==> src/rtl/link_input_stage_pkg.sv <==
// Shared constants and types for the link input stage: flit width, pad value,
// direction indices and the four-lane flit array type.
package link_input_stage_pkg;

    localparam int FLIT_W   = 10;
    localparam int NUM_DIRS = 4;

    localparam logic [FLIT_W-1:0] NULL_FLIT = 10'h000;

    localparam int DIR_N = 0;
    localparam int DIR_S = 1;
    localparam int DIR_E = 2;
    localparam int DIR_W = 3;

    typedef logic [NUM_DIRS-1:0][FLIT_W-1:0] quad_t;

endpackage

==> src/rtl/link_input_stage_if.sv <==
// Link-side and quad-side handshake bundle of the link input stage.
// stall_cnt exists only when STALL_CNT_EN is defined.
interface link_input_stage_if;
    import link_input_stage_pkg::*;

    logic [FLIT_W-1:0] n_flit, s_flit, e_flit, w_flit;
    logic              n_valid, s_valid, e_valid, w_valid;
    logic              n_ready, s_ready, e_ready, w_ready;
    logic [FLIT_W-1:0] nty, sty, ety, wty;
    logic [3:0]        dir_vld;
    logic              out_valid;
    logic              out_ready;
`ifdef STALL_CNT_EN
    logic [15:0]       stall_cnt;
`endif

    modport master (
        output n_flit, s_flit, e_flit, w_flit,
        output n_valid, s_valid, e_valid, w_valid,
        input  n_ready, s_ready, e_ready, w_ready,
        input  nty, sty, ety, wty, dir_vld, out_valid,
`ifdef STALL_CNT_EN
        input  stall_cnt,
`endif
        output out_ready
    );

    modport slave (
        input  n_flit, s_flit, e_flit, w_flit,
        input  n_valid, s_valid, e_valid, w_valid,
        output n_ready, s_ready, e_ready, w_ready,
        output nty, sty, ety, wty, dir_vld, out_valid,
`ifdef STALL_CNT_EN
        output stall_cnt,
`endif
        input  out_ready
    );

endinterface

==> src/rtl/link_input_stage_flit_fifo.sv <==
// Per-direction flit FIFO. Head is read combinationally from storage, so a push
// into an empty FIFO only becomes poppable on the following edge.
module flit_fifo #(
    parameter int WIDTH = 10,
    parameter int DEPTH = 4,
    localparam int AW   = $clog2(DEPTH),
    localparam int CW   = $clog2(DEPTH) + 1
) (
    input  logic             clk,
    input  logic             rst_n,
    input  logic             push,
    input  logic [WIDTH-1:0] din,
    input  logic             pop,
    output logic [WIDTH-1:0] dout,
    output logic             full,
    output logic             empty,
    output logic [CW-1:0]    count
);

    logic [DEPTH-1:0][WIDTH-1:0] mem;
    logic [AW-1:0]               wr_ptr, rd_ptr;
    logic                        push_ok, pop_ok;

    assign full    = (count == CW'(DEPTH));
    assign empty   = (count == '0);
    assign push_ok = push && !full;
    assign pop_ok  = pop && !empty;
    assign dout    = mem[rd_ptr];

    // Storage carries no reset; pointers and count define what is valid.
    always_ff @(posedge clk) begin
        if (push_ok) mem[wr_ptr] <= din;
    end

    always_ff @(posedge clk or negedge rst_n) begin
        if (!rst_n) begin
            wr_ptr <= '0;
            rd_ptr <= '0;
            count  <= '0;
        end else begin
            if (push_ok) wr_ptr <= wr_ptr + 1'b1;
            if (pop_ok)  rd_ptr <= rd_ptr + 1'b1;
            count <= count + CW'(push_ok) - CW'(pop_ok);
        end
    end

endmodule

==> src/rtl/link_input_stage.sv <==
// Buffers N/S/E/W link flits per direction and emits aligned quads through one
// output register. Optional stall counter enabled by STALL_CNT_EN.
import link_input_stage_pkg::*;

module link_input_stage #(
    parameter int DEPTH = 4,
    localparam int CNT_W = $clog2(DEPTH) + 1
) (
    input  logic               clk,
    input  logic               rst_n,
    link_input_stage_if.slave  bus
);

    quad_t                          in_flit, fifo_dout, out_q;
    logic [NUM_DIRS-1:0]            in_vld, rdy, push, pop, full, empty;
    logic [NUM_DIRS-1:0][CNT_W-1:0] cnt;
    logic [NUM_DIRS-1:0]            dir_vld;
    logic                           out_valid, load;

    assign in_flit[DIR_N] = bus.n_flit;
    assign in_flit[DIR_S] = bus.s_flit;
    assign in_flit[DIR_E] = bus.e_flit;
    assign in_flit[DIR_W] = bus.w_flit;
    assign in_vld         = {bus.w_valid, bus.e_valid, bus.s_valid, bus.n_valid};

    assign bus.n_ready = rdy[DIR_N];
    assign bus.s_ready = rdy[DIR_S];
    assign bus.e_ready = rdy[DIR_E];
    assign bus.w_ready = rdy[DIR_W];

    // A quad goes out whenever the register is free or draining and any lane has data.
    assign load = (!out_valid || bus.out_ready) && !(&empty);

    for (genvar d = 0; d < NUM_DIRS; d++) begin : g_lane
        // Ready is held low during reset even though the count already reads 0.
        assign rdy[d]  = rst_n && (cnt[d] != CNT_W'(DEPTH));
        assign push[d] = in_vld[d] && rdy[d] && !full[d];
        assign pop[d]  = load && !empty[d];

        flit_fifo #(.WIDTH(FLIT_W), .DEPTH(DEPTH)) u_fifo (
            .clk   (clk),
            .rst_n (rst_n),
            .push  (push[d]),
            .din   (in_flit[d]),
            .pop   (pop[d]),
            .dout  (fifo_dout[d]),
            .full  (full[d]),
            .empty (empty[d]),
            .count (cnt[d])
        );
    end

    always_ff @(posedge clk or negedge rst_n) begin
        if (!rst_n) begin
            out_q     <= {NUM_DIRS{NULL_FLIT}};
            dir_vld   <= '0;
            out_valid <= 1'b0;
        end else if (load) begin
            for (int d = 0; d < NUM_DIRS; d++)
                out_q[d] <= empty[d] ? NULL_FLIT : fifo_dout[d];
            dir_vld   <= ~empty;
            out_valid <= 1'b1;
        end else if (out_valid && bus.out_ready) begin
            // Flits keep their last value; only the valids drop.
            dir_vld   <= '0;
            out_valid <= 1'b0;
        end
    end

    assign bus.nty       = out_q[DIR_N];
    assign bus.sty       = out_q[DIR_S];
    assign bus.ety       = out_q[DIR_E];
    assign bus.wty       = out_q[DIR_W];
    assign bus.dir_vld   = dir_vld;
    assign bus.out_valid = out_valid;

`ifdef STALL_CNT_EN
    logic [15:0] stall_cnt;

    always_ff @(posedge clk or negedge rst_n) begin
        if (!rst_n)
            stall_cnt <= '0;
        else if (out_valid && !bus.out_ready && stall_cnt != 16'hFFFF)
            stall_cnt <= stall_cnt + 16'd1;
    end

    assign bus.stall_cnt = stall_cnt;
`endif

endmodule
==> src/flat_wrapper.sv <==
// flat-port wrapper written by rule: the top's interface ports become plain ports
module link_input_stage_flat 
#(
    parameter int DEPTH = 4,
    localparam int CNT_W = $clog2(DEPTH) + 1
)
  (clk, rst_n, bus_n_flit, bus_s_flit, bus_e_flit, bus_w_flit, bus_n_valid, bus_s_valid, bus_e_valid, bus_w_valid, bus_n_ready, bus_s_ready, bus_e_ready, bus_w_ready, bus_nty, bus_sty, bus_ety, bus_wty, bus_dir_vld, bus_out_valid, bus_out_ready);
  link_input_stage_if bus_i ();
  input  logic clk;
  input  logic rst_n;
  input wire logic [$bits(bus_i.n_flit)-1:0] bus_n_flit;
  input wire logic [$bits(bus_i.s_flit)-1:0] bus_s_flit;
  input wire logic [$bits(bus_i.e_flit)-1:0] bus_e_flit;
  input wire logic [$bits(bus_i.w_flit)-1:0] bus_w_flit;
  input wire logic [$bits(bus_i.n_valid)-1:0] bus_n_valid;
  input wire logic [$bits(bus_i.s_valid)-1:0] bus_s_valid;
  input wire logic [$bits(bus_i.e_valid)-1:0] bus_e_valid;
  input wire logic [$bits(bus_i.w_valid)-1:0] bus_w_valid;
  output wire logic [$bits(bus_i.n_ready)-1:0] bus_n_ready;
  output wire logic [$bits(bus_i.s_ready)-1:0] bus_s_ready;
  output wire logic [$bits(bus_i.e_ready)-1:0] bus_e_ready;
  output wire logic [$bits(bus_i.w_ready)-1:0] bus_w_ready;
  output wire logic [$bits(bus_i.nty)-1:0] bus_nty;
  output wire logic [$bits(bus_i.sty)-1:0] bus_sty;
  output wire logic [$bits(bus_i.ety)-1:0] bus_ety;
  output wire logic [$bits(bus_i.wty)-1:0] bus_wty;
  output wire logic [$bits(bus_i.dir_vld)-1:0] bus_dir_vld;
  output wire logic [$bits(bus_i.out_valid)-1:0] bus_out_valid;
  input wire logic [$bits(bus_i.out_ready)-1:0] bus_out_ready;
  assign bus_i.n_flit = bus_n_flit;
  assign bus_i.s_flit = bus_s_flit;
  assign bus_i.e_flit = bus_e_flit;
  assign bus_i.w_flit = bus_w_flit;
  assign bus_i.n_valid = bus_n_valid;
  assign bus_i.s_valid = bus_s_valid;
  assign bus_i.e_valid = bus_e_valid;
  assign bus_i.w_valid = bus_w_valid;
  assign bus_n_ready = bus_i.n_ready;
  assign bus_s_ready = bus_i.s_ready;
  assign bus_e_ready = bus_i.e_ready;
  assign bus_w_ready = bus_i.w_ready;
  assign bus_nty = bus_i.nty;
  assign bus_sty = bus_i.sty;
  assign bus_ety = bus_i.ety;
  assign bus_wty = bus_i.wty;
  assign bus_dir_vld = bus_i.dir_vld;
  assign bus_out_valid = bus_i.out_valid;
  assign bus_i.out_ready = bus_out_ready;
  link_input_stage #(.DEPTH(DEPTH)) u_core (.clk(clk), .rst_n(rst_n), .bus(bus_i));
endmodule
==> config.mk <==
export PLATFORM = sky130hd
export DESIGN_NAME = link_input_stage_flat
export DESIGN_NICKNAME = d
export VERILOG_FILES = /design/src/rtl/link_input_stage_pkg.sv /design/src/rtl/link_input_stage_if.sv /design/src/rtl/link_input_stage_flit_fifo.sv /design/src/rtl/link_input_stage.sv /design/src/flat_wrapper.sv
export SDC_FILE = /design/constraint.sdc
export NUM_CORES = 1
export LEC_CHECK = 0
export CORE_UTILIZATION = 53
export CTS_BUF_LIST = sky130_fd_sc_hd__clkbuf_2
export DETAILED_ROUTE_END_ITERATION = 12
export PLACE_DENSITY_LB_ADDON = 0.2
export SETUP_SLACK_MARGIN = 0.1
export SLEW_MARGIN = 20
export SYNTH_ARGS = -nofsm -noshare
export SYNTH_HDL_FRONTEND = slang
export SYNTH_SLANG_ARGS = --single-unit
==> constraint.sdc <==
create_clock -name clk -period 2.16 [get_ports clk]
set_input_delay 0.216 -clock clk [delete_from_list [all_inputs] [get_ports clk]]
set_output_delay 0.216 -clock clk [all_outputs]
set_load 0.05 [all_outputs]
==> summary.txt <==
Placed design
  – Number of buffers inserted by port buffering: 95
  – Estimated wirelength of the detail-placed design: 11100 um
  – Placed Instances: 815
  – Post-place instance area: 10800 um^2
  – Final weighted congestion of routability-driven global placement: 0.719

Die
  – Starting density of the core: 0.547
  – Die height: 133 um
  – Area of the die: 17700 um^2
  – Core Area: 16600 um^2
  – Die width: 133 um
  – Top-Level Pins: 96
  – Cell Rows: 47

Synth
  – Fraction of the mapped netlist area in adder cells: 0.0418
  – Share of synthesized area spent on multiplexers: 0.108
  – Xor-xnor portion of the synthesized cell area: 0.0193
  – Syn_nets: 544
  – Largest family of logic cells by synthesized area: multiplexers
  – Number of synthesized flops with an enable pin: 160
  – Synth top cells by count: sky130_fd_sc_hd__edfxtp_1, sky130_fd_sc_hd__dfrtp_1, sky130_fd_sc_hd__a22o_1, sky130_fd_sc_hd__mux4_2, sky130_fd_sc_hd__inv_1
  – Leading cell type by number of instances after synthesis: sky130_fd_sc_hd__edfxtp_1
  – Avg Cell Area, Syn: 19.4 um^2
  – Warnings from Yosys: 0
  – Area of the mapped netlist: 9090 um^2
  – Number of flip-flops and latches in the synthesized netlist: 233
  – Distinct cell type count of the synthesized netlist: 33
  – Basic-gate share of the synthesized area counting and, or, nand and nor cells: 0.0278
  – Cell type with the highest aggregate area in the netlist: sky130_fd_sc_hd__edfxtp_1
  – Complex-gate fraction of the synthesized area: 0.0516
  – Most area-consuming cells after synthesis: sky130_fd_sc_hd__edfxtp_1, sky130_fd_sc_hd__dfrtp_1, sky130_fd_sc_hd__mux4_2
  – Fraction of registers with async set/reset: 0.313
  – Primary FF master, synth: sky130_fd_sc_hd__edfxtp_1
  – Yosys top cell area share: 0.528
  – Post-synthesis sequential area ratio: 0.729
  – Post-synthesis instance total: 469

Drt
  – Number of remaining DRC errors: 0
  – DRT antenna net count: 0
  – Initial DRC count: 247
  – Total via count in the routed design: 5124
  – Aggregate routed wire length: 17900 um
  – Final routed wire length divided by cell count: 18.4 um
  – Per-cell via count in the routed design: 5.28
  – Number of iterations in the first detailed-routing pass: 4

Global routing
  – Total global routing overflow: 0
  – Vias in the first global route: 5566
  – Number of antenna violations at the first check in global routing: 1
  – GR Util All Layers: 0.214
  – First-pass GRT wire length: 28500 um
  – Largest net degree at the start of global routing: 25

Clock network
  – Master cell of the clock root buffer: sky130_fd_sc_hd__clkbuf_2
  – Maximum buffer depth of the clock tree: 3
  – Clock slew seen by the registers of the worst setup and hold paths: 0.12 ns
  – Deepest level of the CTS H-tree: 2
  – Number of buffers inserted during clock tree synthesis: 57
  – Num Clock Sinks: 233
  – Skew-Pair Late Insertion Delay: 0.78 ns
  – Clock tree from TritonCTS: built

Setup path
  – Capturing element type of the critical path: flop
  – Source of the worst register-to-register timing path: u_core.g_lane[1].u_fifo.count[0]
  – Required time reported for the critical path endpoint: 2.86 ns
  – Crit-path max FO: 5
  – Crit start category: flop
  – Critical path origin: u_core.g_lane[1].u_fifo.count[0]
  – Setup CP Type: flop to flop
  – Endpoint arrival time on the critical path: 2.82 ns

Hold path
  – Type of the tightest min-delay check: primary input to flop
  – Hold path startpoint: bus_w_flit[8]

Run status
  – Result of the run: finished clean

Cells and area
  – Post-layout utilization of the core: 0.714
  – Area Overhead vs Synth: 30.6%
  – Share of layout cells above drive strength 1: 0.336
  – Seq. cell area: 6640 um^2
  – Filler-free cell count of the finished design: 970
  – Fill cell total of the finished layout: 1099
  – Final std cell area, no fill: 11900 um^2
  – Combined area of the multi-input logic cells: 2460 um^2
  – Nets: 775

Timing
  – Normalized max-slew margin: 0.465
  – Layout Skew: 0.0320 ns
  – Achievable clock frequency: 473 MHz
  – Setup violation total in the final timing report: 0
  – Smallest hold slack: 0.0956 ns
  – Transition time of the tightest slew-check pin: 0.801 ns
  – RSZ-0062 raised after global routing: true
  – Min Clock Period, post-route: 2.11 ns
  – Count of final max-slew check failures: 0
  – Hold violation count in the final report: 0
  – Period Utilization, post-route: 0.978

Power
  – Worst VDD drop: 0.719 mV
  – Power per Cell Area: 1330 nW/um^2
  – Total leakage power: 0.00474 uW

Job
  – Count of max-cap constraint violations: 0
[registers in the layout, indices dropped and copies added, names as in the netlist]
name                         cells
u_core.bus.ety                  10
u_core.bus.out_valid             1
u_core.bus.nty                  10
u_core.g_lane.u_fifo.count      12
u_core.g_lane.u_fifo.rd_ptr      8
u_core.g_lane.u_fifo.wr_ptr      8
u_core.bus.sty                  10
u_core.bus.wty                  10
u_core.bus.dir_vld               4
u_core.g_lane.u_fifo.mem       160
[routing by layer]
metal,up-vias,track usage,share of wire
met4,0,0.0766,0.014
li1,2321,-,-
met5,-,0,0
met2,158,0.360,0.51
met3,21,0.0536,0.053
met1,2624,0.270,0.42
[stage by stage]
| step | TNS [ns] | worst slack, ns | total power [uW] |
|---|---|---|---|
| CTS | 0 | 0.0325 | 15900 |
| global placement | -0.0162 | -0.0162 | 12400 |
| finish | 0 | 0.0480 | 15800 |
| floorplan | -0.0576 | -0.0251 | 10600 |
| detailed placement | -0.217 | -0.0716 | 12700 |
| global route | -0.0762 | -0.0449 | 16700 |
[area by class of cell]
class,count,area share
Sequential cell,233,0.559
Timing Repair Buffer,190,0.149
Multi-Input combinational cell,191,0.207
Inverter,27,0.00874
Tap cell,220,0.0232
Clock inverter,26,0.0175
Clock buffer,82,0.0346
Antenna cell,1,0.000211
[critical path: stages (launching register included)]
cell and delay [ns]:
sky130_fd_sc_hd__dfrtp_2 0.48, sky130_fd_sc_hd__o311a_4 0.40, sky130_fd_sc_hd__inv_2 0.07, sky130_fd_sc_hd__ha_4 0.19, sky130_fd_sc_hd__inv_2 0.06, sky130_fd_sc_hd__ha_4 0.12, sky130_fd_sc_hd__inv_2 0.03, sky130_fd_sc_hd__fa_2 0.37
sky130_fd_sc_hd__xnor2_2 0.18, sky130_fd_sc_hd__xnor2_1 0.14
[where the power goes]
| group | total, uW | leakage, uW | switching, uW | internal (uW) |
|---|---|---|---|---|
| registers | 6670 | 0.00231 | 835 | 5830 |
| logic | 5920 | 0.00198 | 3290 | 2630 |
| clock network | 3250 | 0.000444 | 1730 | 1520 |
| total | 15800 | 0.00474 | 5860 | 9970 |
[cells in the final DEF (no fill, tap or decap), types with 3 or more instances in the layout]
cell	n
sky130_fd_sc_hd__edfxtp_1	160
sky130_fd_sc_hd__clkbuf_2	84
sky130_fd_sc_hd__dfrtp_1	66
sky130_fd_sc_hd__buf_4	54
sky130_fd_sc_hd__clkdlybuf4s50_1	45
sky130_fd_sc_hd__mux4_2	40
sky130_fd_sc_hd__a22o_1	40
sky130_fd_sc_hd__dlygate4sd2_1	38
sky130_fd_sc_hd__dlygate4sd3_1	33
sky130_fd_sc_hd__ha_1	18
sky130_fd_sc_hd__inv_1	17
sky130_fd_sc_hd__clkinv_1	17
sky130_fd_sc_hd__and2_1	16
sky130_fd_sc_hd__xnor2_1	12
sky130_fd_sc_hd__inv_2	10
sky130_fd_sc_hd__dfrtp_2	7
sky130_fd_sc_hd__nand2b_1	6
sky130_fd_sc_hd__ha_4	6
sky130_fd_sc_hd__buf_12	6
sky130_fd_sc_hd__xor2_1	5
sky130_fd_sc_hd__buf_6	5
sky130_fd_sc_hd__mux2i_1	4
sky130_fd_sc_hd__o21ai_0	4
sky130_fd_sc_hd__mux2_2	4
sky130_fd_sc_hd__nand3_1	4
sky130_fd_sc_hd__bufinv_16	4
sky130_fd_sc_hd__clkinv_2	4
sky130_fd_sc_hd__xnor2_2	3
sky130_fd_sc_hd__or3_4	3
sky130_fd_sc_hd__fa_2	3
sky130_fd_sc_hd__clkdlybuf4s15_1	3
[path summary, 6_finish.rpt]
path	to	slack, ns	cells after the start
max	u_core.g_lane[1].u_fifo.count[2]	0.05	9
min	u_core.g_lane[3].u_fifo.mem[28]	0.1	1
max reg2reg	u_core.g_lane[1].u_fifo.count[2]	0.05	9
min reg2reg	u_core.bus.wty[6]	0.50	1
max in group asynchronous	u_core.g_lane[3].u_fifo.count[2]	0.91	4
min in group asynchronous	u_core.bus.dir_vld[2]	0.16	3
[timing repair]
item	CTS	global route
resized for setup	62	29
setup endpoints to repair	52	50
cloned	0	1
endpoints found under the hold margin	161	43
hold buffers	29	5
setup buffers	6	5
pin swaps	4	13
[cells by family after synthesis]
family	after synthesis
and+or+nand+nor	42
DFF	233
buffers and inverters	45
xor gates and xnor gates	20
AOI/OAI and AO/OA	53
muxes	48
adders and majority gates	28
(Power assumes the default switching activity.)
==> patch (same settings) <==
`DEPTH` is set to 4 in 3 places; all go to 16.
--- a/src/rtl/link_input_stage_flit_fifo.sv
+++ b/src/rtl/link_input_stage_flit_fifo.sv
@@ -2,7 +2,7 @@
 // into an empty FIFO only becomes poppable on the following edge.
 module flit_fifo #(
     parameter int WIDTH = 10,
-    parameter int DEPTH = 4,
+    parameter int DEPTH = 16,
     localparam int AW   = $clog2(DEPTH),
     localparam int CW   = $clog2(DEPTH) + 1
 ) (
--- a/src/rtl/link_input_stage.sv
+++ b/src/rtl/link_input_stage.sv
@@ -3,7 +3,7 @@
 import link_input_stage_pkg::*;
 
 module link_input_stage #(
-    parameter int DEPTH = 4,
+    parameter int DEPTH = 16,
     localparam int CNT_W = $clog2(DEPTH) + 1
 ) (
     input  logic               clk,
--- a/src/flat_wrapper.sv
+++ b/src/flat_wrapper.sv
@@ -1,7 +1,7 @@
 // flat-port wrapper written by rule: the top's interface ports become plain ports
 module link_input_stage_flat 
 #(
-    parameter int DEPTH = 4,
+    parameter int DEPTH = 16,
     localparam int CNT_W = $clog2(DEPTH) + 1
 )
   (clk, rst_n, bus_n_flit, bus_s_flit, bus_e_flit, bus_w_flit, bus_n_valid, bus_s_valid, bus_e_valid, bus_w_valid, bus_n_ready, bus_s_ready, bus_e_ready, bus_w_ready, bus_nty, bus_sty, bus_ety, bus_wty, bus_dir_vld, bus_out_valid, bus_out_ready);
Formal check against the unedited RTL: not equivalent (Yosys sat finds a counterexample within 10 cycles, from zero or initial values and one cycle with rst_n low).
==> patch against the original RTL <==
The flow now finishes with violations (setup timing). Sequential share of layout area rose by 3.0 points. Setup slack worse by 0.59 ns. Sequential cell count grew 504. Cell area grew to 3.1 times the old value. Total power grew to 2.8 times the old value. Area after synthesis rose to 3.2 times the old value. Routed wire length grew to 3.5 times the old value. Largest power group unchanged.
==> patch: results <==
[status]
status = finished, violations left
failed_checks = setup timing

[global_route]
antenna_found_initial = 2
grt_pass1_wl_mm = 94.7
grt_max_degree = 51

[finish]
drive_gt1_frac = 0.456
largest_reg_flops = 640
largestRegisters = u_core.g_lane.u_fifo.mem: 640 flops, u_core.g_lane.u_fifo.count: 20 flops

[worst_setup_path]
reg2reg_depth = 15
regToRegSetupSlack_ns = -0.40
arrival_ns = 2.48

[detailed_routing]
drt_iter0_drc = 1096
dr.pass1.iters = 6

[logic_synthesis]
syn-num-nets = 1534
yosys-top-cells-area = edfxtp_1, mux4_2, dfrtp_1
yosys-top-cells-count = edfxtp_1, mux4_2, dfrtp_1
ys_seq_area_frac = 0.746
synth_compound_area_frac = 0.0250
synth.area.mux_share = 0.144
synthAdderAreaFrac = 0.0217
synth-edff-count = 640

[place]
pre_cts_slack_ns = -0.447
gp_congestion = 0.777
dp.cells = 2343
dp_hpwl_mm = 37.0
placed_cell_area_sq_um = 32600

[pwr]
p_leak_nw = 13.2

[clocking]
cts_hold_buf = 48
postCtsSetupBuffers = 42
numCtsBuffers = 179

[timing]
setup_slack_ns = -0.538
finalSetupViolCount = 283
==> patch: worst min-delay path by stage <==
stage                 startpoint               endpoint  cells after the start
6_report           bus_out_ready   u_core.bus.out_valid                      4
5_1_grt            bus_out_ready   u_core.bus.out_valid                      4
4_1_cts            bus_out_ready   u_core.bus.out_valid                      4
3_5_place_dp   u_core.bus.sty[2]      u_core.bus.sty[2]                      2
3_3_place_gp   u_core.bus.sty[2]      u_core.bus.sty[2]                      2
2_1_floorplan              rst_n  u_core.bus.dir_vld[0]                      0
==> patch: logic make-up after synthesis <==
family,count (synthesis)
multiplexers,215
AND/OR/NAND/NOR,195
AO/OA/AOI/OAI,98
adder cells (fa/ha/maj),48
buffers and inverters,106
XOR/XNOR,40
flip-flops,737
==> patch: power by group <==
group          switching [W]  total (W)  internal, W
logic                0.00802     0.0160      0.00800
clock network        0.00539    0.00939      0.00399
registers            0.00141     0.0184       0.0170
total                 0.0148     0.0439       0.0290
==> patch: layer usage <==
metal / track usage / wire (um) / vias to the layer above / share of wire
met1: 0.303 / 26800 / 8139 / 0.42
met3: 0.0571 / 3390 / 77 / 0.054
met5: 0 / 0 / - / 0
met2: 0.371 / 31900 / 464 / 0.50
li1: - / - / 6997 / -
met4: 0.0866 / 1240 / 0 / 0.020
==> patch: worst max-delay path: stages (launching register included) <==
cell and delay [ns]:
dfrtp_1 0.41, inv_2 0.09, ha_4 0.14, nor3b_4 0.26
a21oi_4 0.11, buf_12 0.17
==> patch: area by class of cell <==
class	count	area, sq um	share of cell area
inverters	41	161	0.00439
clock buffers	275	1380	0.0374
multi-input cells	596	7870	0.214
well taps	696	871	0.0237
diodes	2	5.00	0.000136
repair buffers	407	4470	0.122
clock inverters	57	365	0.00993
flip-flops and latches	737	21700	0.589
